## config.mk

```make
export PLATFORM = sky130hd
export DESIGN_NAME = instr_fetch_unit
export DESIGN_NICKNAME = d
export VERILOG_FILES = /design/src/rtl/riscv_fetch_pkg.sv /design/src/rtl/fetch_timeout_ctr.sv /design/src/rtl/instr_fetch_unit.sv
export SDC_FILE = /design/constraint.sdc
export NUM_CORES = 1
export LEC_CHECK = 0
export BUFFER_PORTS_ARGS = -buffer_cell sky130_fd_sc_hd__buf_2
export CAP_MARGIN = 20
export CELL_PAD_IN_SITES_DETAIL_PLACEMENT = 0
export CELL_PAD_IN_SITES_GLOBAL_PLACEMENT = 2
export CORE_UTILIZATION = 29
export CTS_CLUSTER_DIAMETER = 100
export DETAILED_ROUTE_END_ITERATION = 10
export PLACE_DENSITY_LB_ADDON = 0.1
export SLEW_MARGIN = 15
export SYNTH_ARGS = -nofsm -noshare
export SYNTH_HDL_FRONTEND = slang
export SYNTH_HIERARCHICAL = 1
export SYNTH_SLANG_ARGS = --single-unit
```

## constraint.sdc

```tcl
create_clock -name CLK -period 4.6 [get_ports CLK]
set_input_delay 0 -clock CLK [delete_from_list [all_inputs] [get_ports CLK]]
set_output_delay 0 -clock CLK [all_outputs]
set_load 0.01 [all_outputs]
```

## src/rtl/riscv_fetch_pkg.sv

```systemverilog
// Shared fetch-stage definitions: FSM state encoding, the NOP word, and the opcode map
// that the control FSM also decodes against.
package riscv_fetch_pkg;

    typedef enum logic [1:0] {
        ST_IDLE = 2'd0,
        ST_WAIT = 2'd1,
        ST_DONE = 2'd2
    } fetch_state_e;

    localparam logic [31:0] NOP_INSTR = 32'h00000013;

    localparam logic [6:0] OP_R      = 7'b0110011;
    localparam logic [6:0] OP_I      = 7'b0010011;
    localparam logic [6:0] OP_LOAD   = 7'b0000011;
    localparam logic [6:0] OP_STORE  = 7'b0100011;
    localparam logic [6:0] OP_BRANCH = 7'b1100011;
    localparam logic [6:0] OP_LUI    = 7'b0110111;
    localparam logic [6:0] OP_JAL    = 7'b1101111;

endpackage

```

## src/rtl/fetch_timeout_ctr.sv

```systemverilog
// Wait-state counter for the fetch stage; expired fires on the LIMIT-th consecutive enabled cycle.
module fetch_timeout_ctr #(
    parameter int unsigned LIMIT = 15
) (
    input  logic CLK,
    input  logic RST,
    input  logic clr,
    input  logic en,
    output logic expired
);

    localparam int CNT_W = (LIMIT > 1) ? $clog2(LIMIT) : 1;

    logic [CNT_W-1:0] count;

    // The count never needs to pass LIMIT-1; the expiring cycle itself is the LIMIT-th.
    assign expired = en && (count == CNT_W'(LIMIT - 1));

    always_ff @(posedge CLK or posedge RST) begin
        if (RST) begin
            count <= '0;
        end else if (clr) begin
            count <= '0;
        end else if (en && !expired) begin
            count <= count + 1'b1;
        end
    end

endmodule

```

## src/rtl/instr_fetch_unit.sv

```systemverilog
// Fetch stage: owns PC and IR, runs the req/ack handshake with instruction memory.
// Optional wait-state abort is compiled in with `define FETCH_TIMEOUT_EN.
module instr_fetch_unit
    import riscv_fetch_pkg::*;
#(
    parameter int unsigned          PC_W        = 64,
    parameter logic [PC_W-1:0]      RESET_PC    = '0,
    parameter int unsigned          TIMEOUT_CYC = 15
) (
    input  logic            CLK,
    input  logic            RST,
    input  logic            fetch_req,
    input  logic            pc_wr,
    input  logic [PC_W-1:0] pc_wr_data,
    output logic            mem_req,
    output logic [PC_W-1:0] mem_addr,
    input  logic [31:0]     mem_rdata,
    input  logic            mem_ack,
    output logic [PC_W-1:0] PC,
    output logic [31:0]     INSTRUCAO,
    output logic [6:0]      op_code,
    output logic            instr_valid,
    output logic            busy,
    output logic            misalign,
    output logic            fetch_err
);

    fetch_state_e    state;
    logic [PC_W-1:0] eff_addr;
    logic            tmo_expired;

    // A same-cycle PC write is bypassed so a branch target can be fetched immediately.
    assign eff_addr = pc_wr ? pc_wr_data : PC;
    assign op_code  = INSTRUCAO[6:0];
    assign busy     = (state != ST_IDLE);

`ifdef FETCH_TIMEOUT_EN
    fetch_timeout_ctr #(
        .LIMIT (TIMEOUT_CYC)
    ) u_timeout (
        .CLK     (CLK),
        .RST     (RST),
        .clr     (state != ST_WAIT),
        .en      ((state == ST_WAIT) && !mem_ack),
        .expired (tmo_expired)
    );

    always_ff @(posedge CLK or posedge RST) begin
        if (RST) begin
            fetch_err <= 1'b0;
        end else if (tmo_expired) begin
            fetch_err <= 1'b1;
        end
    end
`else
    localparam int unsigned unused_timeout_cyc = TIMEOUT_CYC;
    assign tmo_expired = 1'b0;
    assign fetch_err   = 1'b0;
`endif

    always_ff @(posedge CLK or posedge RST) begin
        if (RST) begin
            state       <= ST_IDLE;
            PC          <= RESET_PC;
            INSTRUCAO   <= 32'h0;
            mem_addr    <= '0;
            mem_req     <= 1'b0;
            instr_valid <= 1'b0;
            misalign    <= 1'b0;
        end else begin
            instr_valid <= 1'b0;
            misalign    <= 1'b0;
            if (pc_wr) begin
                PC <= pc_wr_data;
            end
            case (state)
                ST_IDLE: begin
                    if (fetch_req) begin
                        if (eff_addr[1:0] != 2'b00) begin
                            misalign <= 1'b1;
                        end else begin
                            mem_addr <= eff_addr;
                            mem_req  <= 1'b1;
                            state    <= ST_WAIT;
                        end
                    end
                end
                ST_WAIT: begin
                    // A late ack on the expiry cycle still wins over the abort.
                    if (mem_ack) begin
                        INSTRUCAO   <= mem_rdata;
                        mem_req     <= 1'b0;
                        instr_valid <= 1'b1;
                        state       <= ST_DONE;
                    end else if (tmo_expired) begin
                        INSTRUCAO   <= NOP_INSTR;
                        mem_req     <= 1'b0;
                        instr_valid <= 1'b1;
                        state       <= ST_DONE;
                    end
                end
                ST_DONE: begin
                    state <= ST_IDLE;
                end
                default: begin
                    state <= ST_IDLE;
                end
            endcase
        end
    end

endmodule

```

==> impl_metrics.env <==
export IMPL_grt_pass1_wl_mm=26.2
export IMPL_start_kind="register"
export IMPL_synth_top_area_frac=0.633
export IMPL_vias=4325
export IMPL_syn_nets=467
export IMPL_report_final_slew_viol_count=0
export IMPL_cts_buffer_depth=2
export IMPL_cp_required_ns=4.89
export IMPL_grt_pass1_vias=4806
export IMPL_post_route_min_period_ns=2.48
export IMPL_worst_pin_slew_ns=0.940
export IMPL_root_buffer="clkbuf_16"
export IMPL_holdWs_ns=0.0243
export IMPL_synth_warnings=6
export IMPL_yosysUniqueCellTypes=23
export IMPL_cts_htree_levels=4
export IMPL_die_height_um=152
export IMPL_crit_path_end_kind="register"
export IMPL_final_area_mm2=0.00955
export IMPL_max_freq_mhz=404
export IMPL_cts_buffers=17
export IMPL_drc=42
export IMPL_pre_cts_ws_ns=2.07
export IMPL_numPortBuffers=271
export IMPL_cts_repair_resized=0
export IMPL_path_class="reg -> reg"
export IMPL_skew_ns=0.00872
export IMPL_drt_iter0_drc=211
export IMPL_syn_inst=366
export IMPL_timing_final_ws_setup_ns=2.12
export IMPL_start_util=0.297
export IMPL_synth_seq_cells=165
export IMPL_hold_violations=0
export IMPL_slew_limit_headroom=0.373
export IMPL_failed_checks="design-rule violations"
export IMPL_cts_sinks=165
export IMPL_grt_start_max_net_pins=78
export IMPL_dr_pass1_iters=7
export IMPL_synth_fa_ha_area_frac=0
export IMPL_yosys_area_top_type="dfrtp_1"
export IMPL_clock_latency_ns=0.41
export IMPL_dieWidth_um=152
export IMPL_drive_above_1_share=0.586
export IMPL_synth_ff_type="dfrtp_1"
export IMPL_synth_top_family_by_area="multiplexers"
export IMPL_synth_xor_area_share=0
export IMPL_synth_edf_count=0
export IMPL_finalCritPeriodShare=0.539
export IMPL_fin_nets=835
export IMPL_yosysMostFrequentCell="dfrtp_1"
export IMPL_status="complete, but fails checks"
export IMPL_drv_cap=0
export IMPL_drt_total_wl_mm=16.2
export IMPL_viasPerCell=4.22
export IMPL_synthArstFlopShare=1.00
export IMPL_synth_compound_area_frac=0.00537
export IMPL_worstPathArrival_ns=2.77
export IMPL_final_setup_viol_count=0
export IMPL_dp_hpwl_mm=10.8
export IMPL_irDropWorstVdd_mv=0.232
export IMPL_syn_to_final_growth_pct=46.5
export IMPL_row_count=54
export IMPL_clk_pin_slew_ns=0.06
export IMPL_synthTopCellsByCount="dfrtp_1 (165), mux2_2 (68), mux2_4 (59)"
export IMPL_num_antenna_cells=0
export IMPL_routedWlPerCell_um=15.8
export IMPL_final_antenna_net_count=0
export IMPL_cellPowerDensity_mw_per_mm2=507
export IMPL_core_area_mm2=0.0220
export IMPL_critical_path_peak_fanout=45
export IMPL_globalplace_congestion=0.739
export IMPL_syn_cell_area_mm2=0.00652
export IMPL_totalNegativeSetupSlack_ns=0
export IMPL_rsz0062_at_grt="false"
export IMPL_p_leak_nw=4.61
export IMPL_grt_total_usage=0.146
export IMPL_die_area_mm2=0.0231
export IMPL_grt_antenna_before_repair=0
export IMPL_yosysSeqAreaShare=0.633
export IMPL_synthSimpleGateAreaFrac=0.0140
export IMPL_num_io_pins=273
export IMPL_syn_avg_cell_area_um2=17.8
export IMPL_holdCritPathClass="in -> reg"
export IMPL_synthTopCellsByArea="dfrtp_1 (63%), mux2_4 (14%), mux2_2 (12%)"
export IMPL_muxShareOfSynthArea=0.307
export IMPL_cts_tree="built"
export IMPL_postPlaceCellArea_mm2=0.00802
export IMPL_overflow=0
final timing paths:
kind / start / end / slack [ns] / cells past startpoint
worst max-delay path: state[0]$_DFFE_PP0P_ / mem_addr[49]$_DFFE_PP0P_ / 2.12 / 4
max in group asynchronous: RST / PC[34]$_DFF_PP0_ / 3.21 / 4
worst max register to register: state[0]$_DFFE_PP0P_ / mem_addr[49]$_DFFE_PP0P_ / 2.12 / 4
min in group asynchronous: RST / INSTRUCAO[12]$_DFFE_PP0P_ / 0.28 / 3
worst min register to register: mem_req$_DFFE_PP0P_ / mem_req$_DFFE_PP0P_ / 0.47 / 1
worst min-delay path: fetch_req / misalign$_DFF_PP0_ / 0.02 / 3
placed cells by master (no fill, tap or decap):
master,n
a21o_1,1
and2_1,2
and3b_1,2
buf_2,271
buf_4,5
bufinv_16,1
clkbuf_1,3
clkbuf_16,17
clkbuf_8,2
clkinv_2,4
clkinvlp_4,4
conb_1,1
dfrtp_1,165
dlygate4sd3_1,99
inv_6,1
mux2_1,31
mux2_2,68
mux2_4,59
nand2b_1,1
nor3_2,1
nor3b_1,1
nor3b_2,1
nor3b_4,1
o21a_4,1
o21ai_0,2
o32ai_1,1
or2_2,1
what timing repair did:
item | 4_1_cts | 5_1_grt
hold endpoints to repair | 236 | 0
buffers inserted | 0 | 0
hold buffers | 99 | 0
final cells by class:
| type | count | area, µm² |
|---|---|---|
| fill | 2030 | 12400 |
| sequential | 165 | 4130 |
| timing repair buffer | 375 | 2380 |
| multi-input combinational | 174 | 2140 |
| clock buffer | 22 | 464 |
| tap | 280 | 350 |
| clock inverter | 9 | 80.1 |
| inverter | 1 | 8.76 |
through the flow:
| step | std cells | power [W] | util |
|---|---|---|---|
| detailed placement | 896 | 0.00349 | 0.365 |
| floorplan | 366 | 0.00290 | - |
| global placement | 896 | 0.00349 | 0.365 |
| finish | 1026 | 0.00484 | 0.435 |
| CTS | 1026 | 0.00492 | 0.435 |
| global route | 1026 | 0.00512 | 0.435 |
state kept, by name, summed over array words and instances, names as in the netlist:
register	cells
PC	64
state	2
mem_req	1
instr_valid	1
INSTRUCAO	32
mem_addr	64
misalign	1
cell families after synthesis:
| group | count (synthesis) |
|---|---|
| other cells | 1 |
| mux | 158 |
| simple gates | 10 |
| compound gates | 5 |
| flops | 165 |
| buf+inv | 27 |
metal layers:
layer	up-vias	part of all wire	GRT usage
met2	180	0.47	0.234
li1	2011	-	-
met4	0	0.015	0.0520
met5	-	0	0
met1	2115	0.43	0.181
met3	19	0.083	0.0545
power by group:
group / internal (W) / switching [W] / total, W
Sequential: 0.00186 / 0.000224 / 0.00209
Combinational: 0.000791 / 0.000634 / 0.00143
Clock: 0.000767 / 0.000564 / 0.00133
Total: 0.00342 / 0.00142 / 0.00484
worst max-delay path, stage by stage (launching register included):
cell,delay (ns)
dfrtp_1,0.43
nor3b_2,0.30
o21a_4,0.79
buf_4,0.49
mux2_4,0.33
Note: power is estimated with default switching activity, not from simulation.
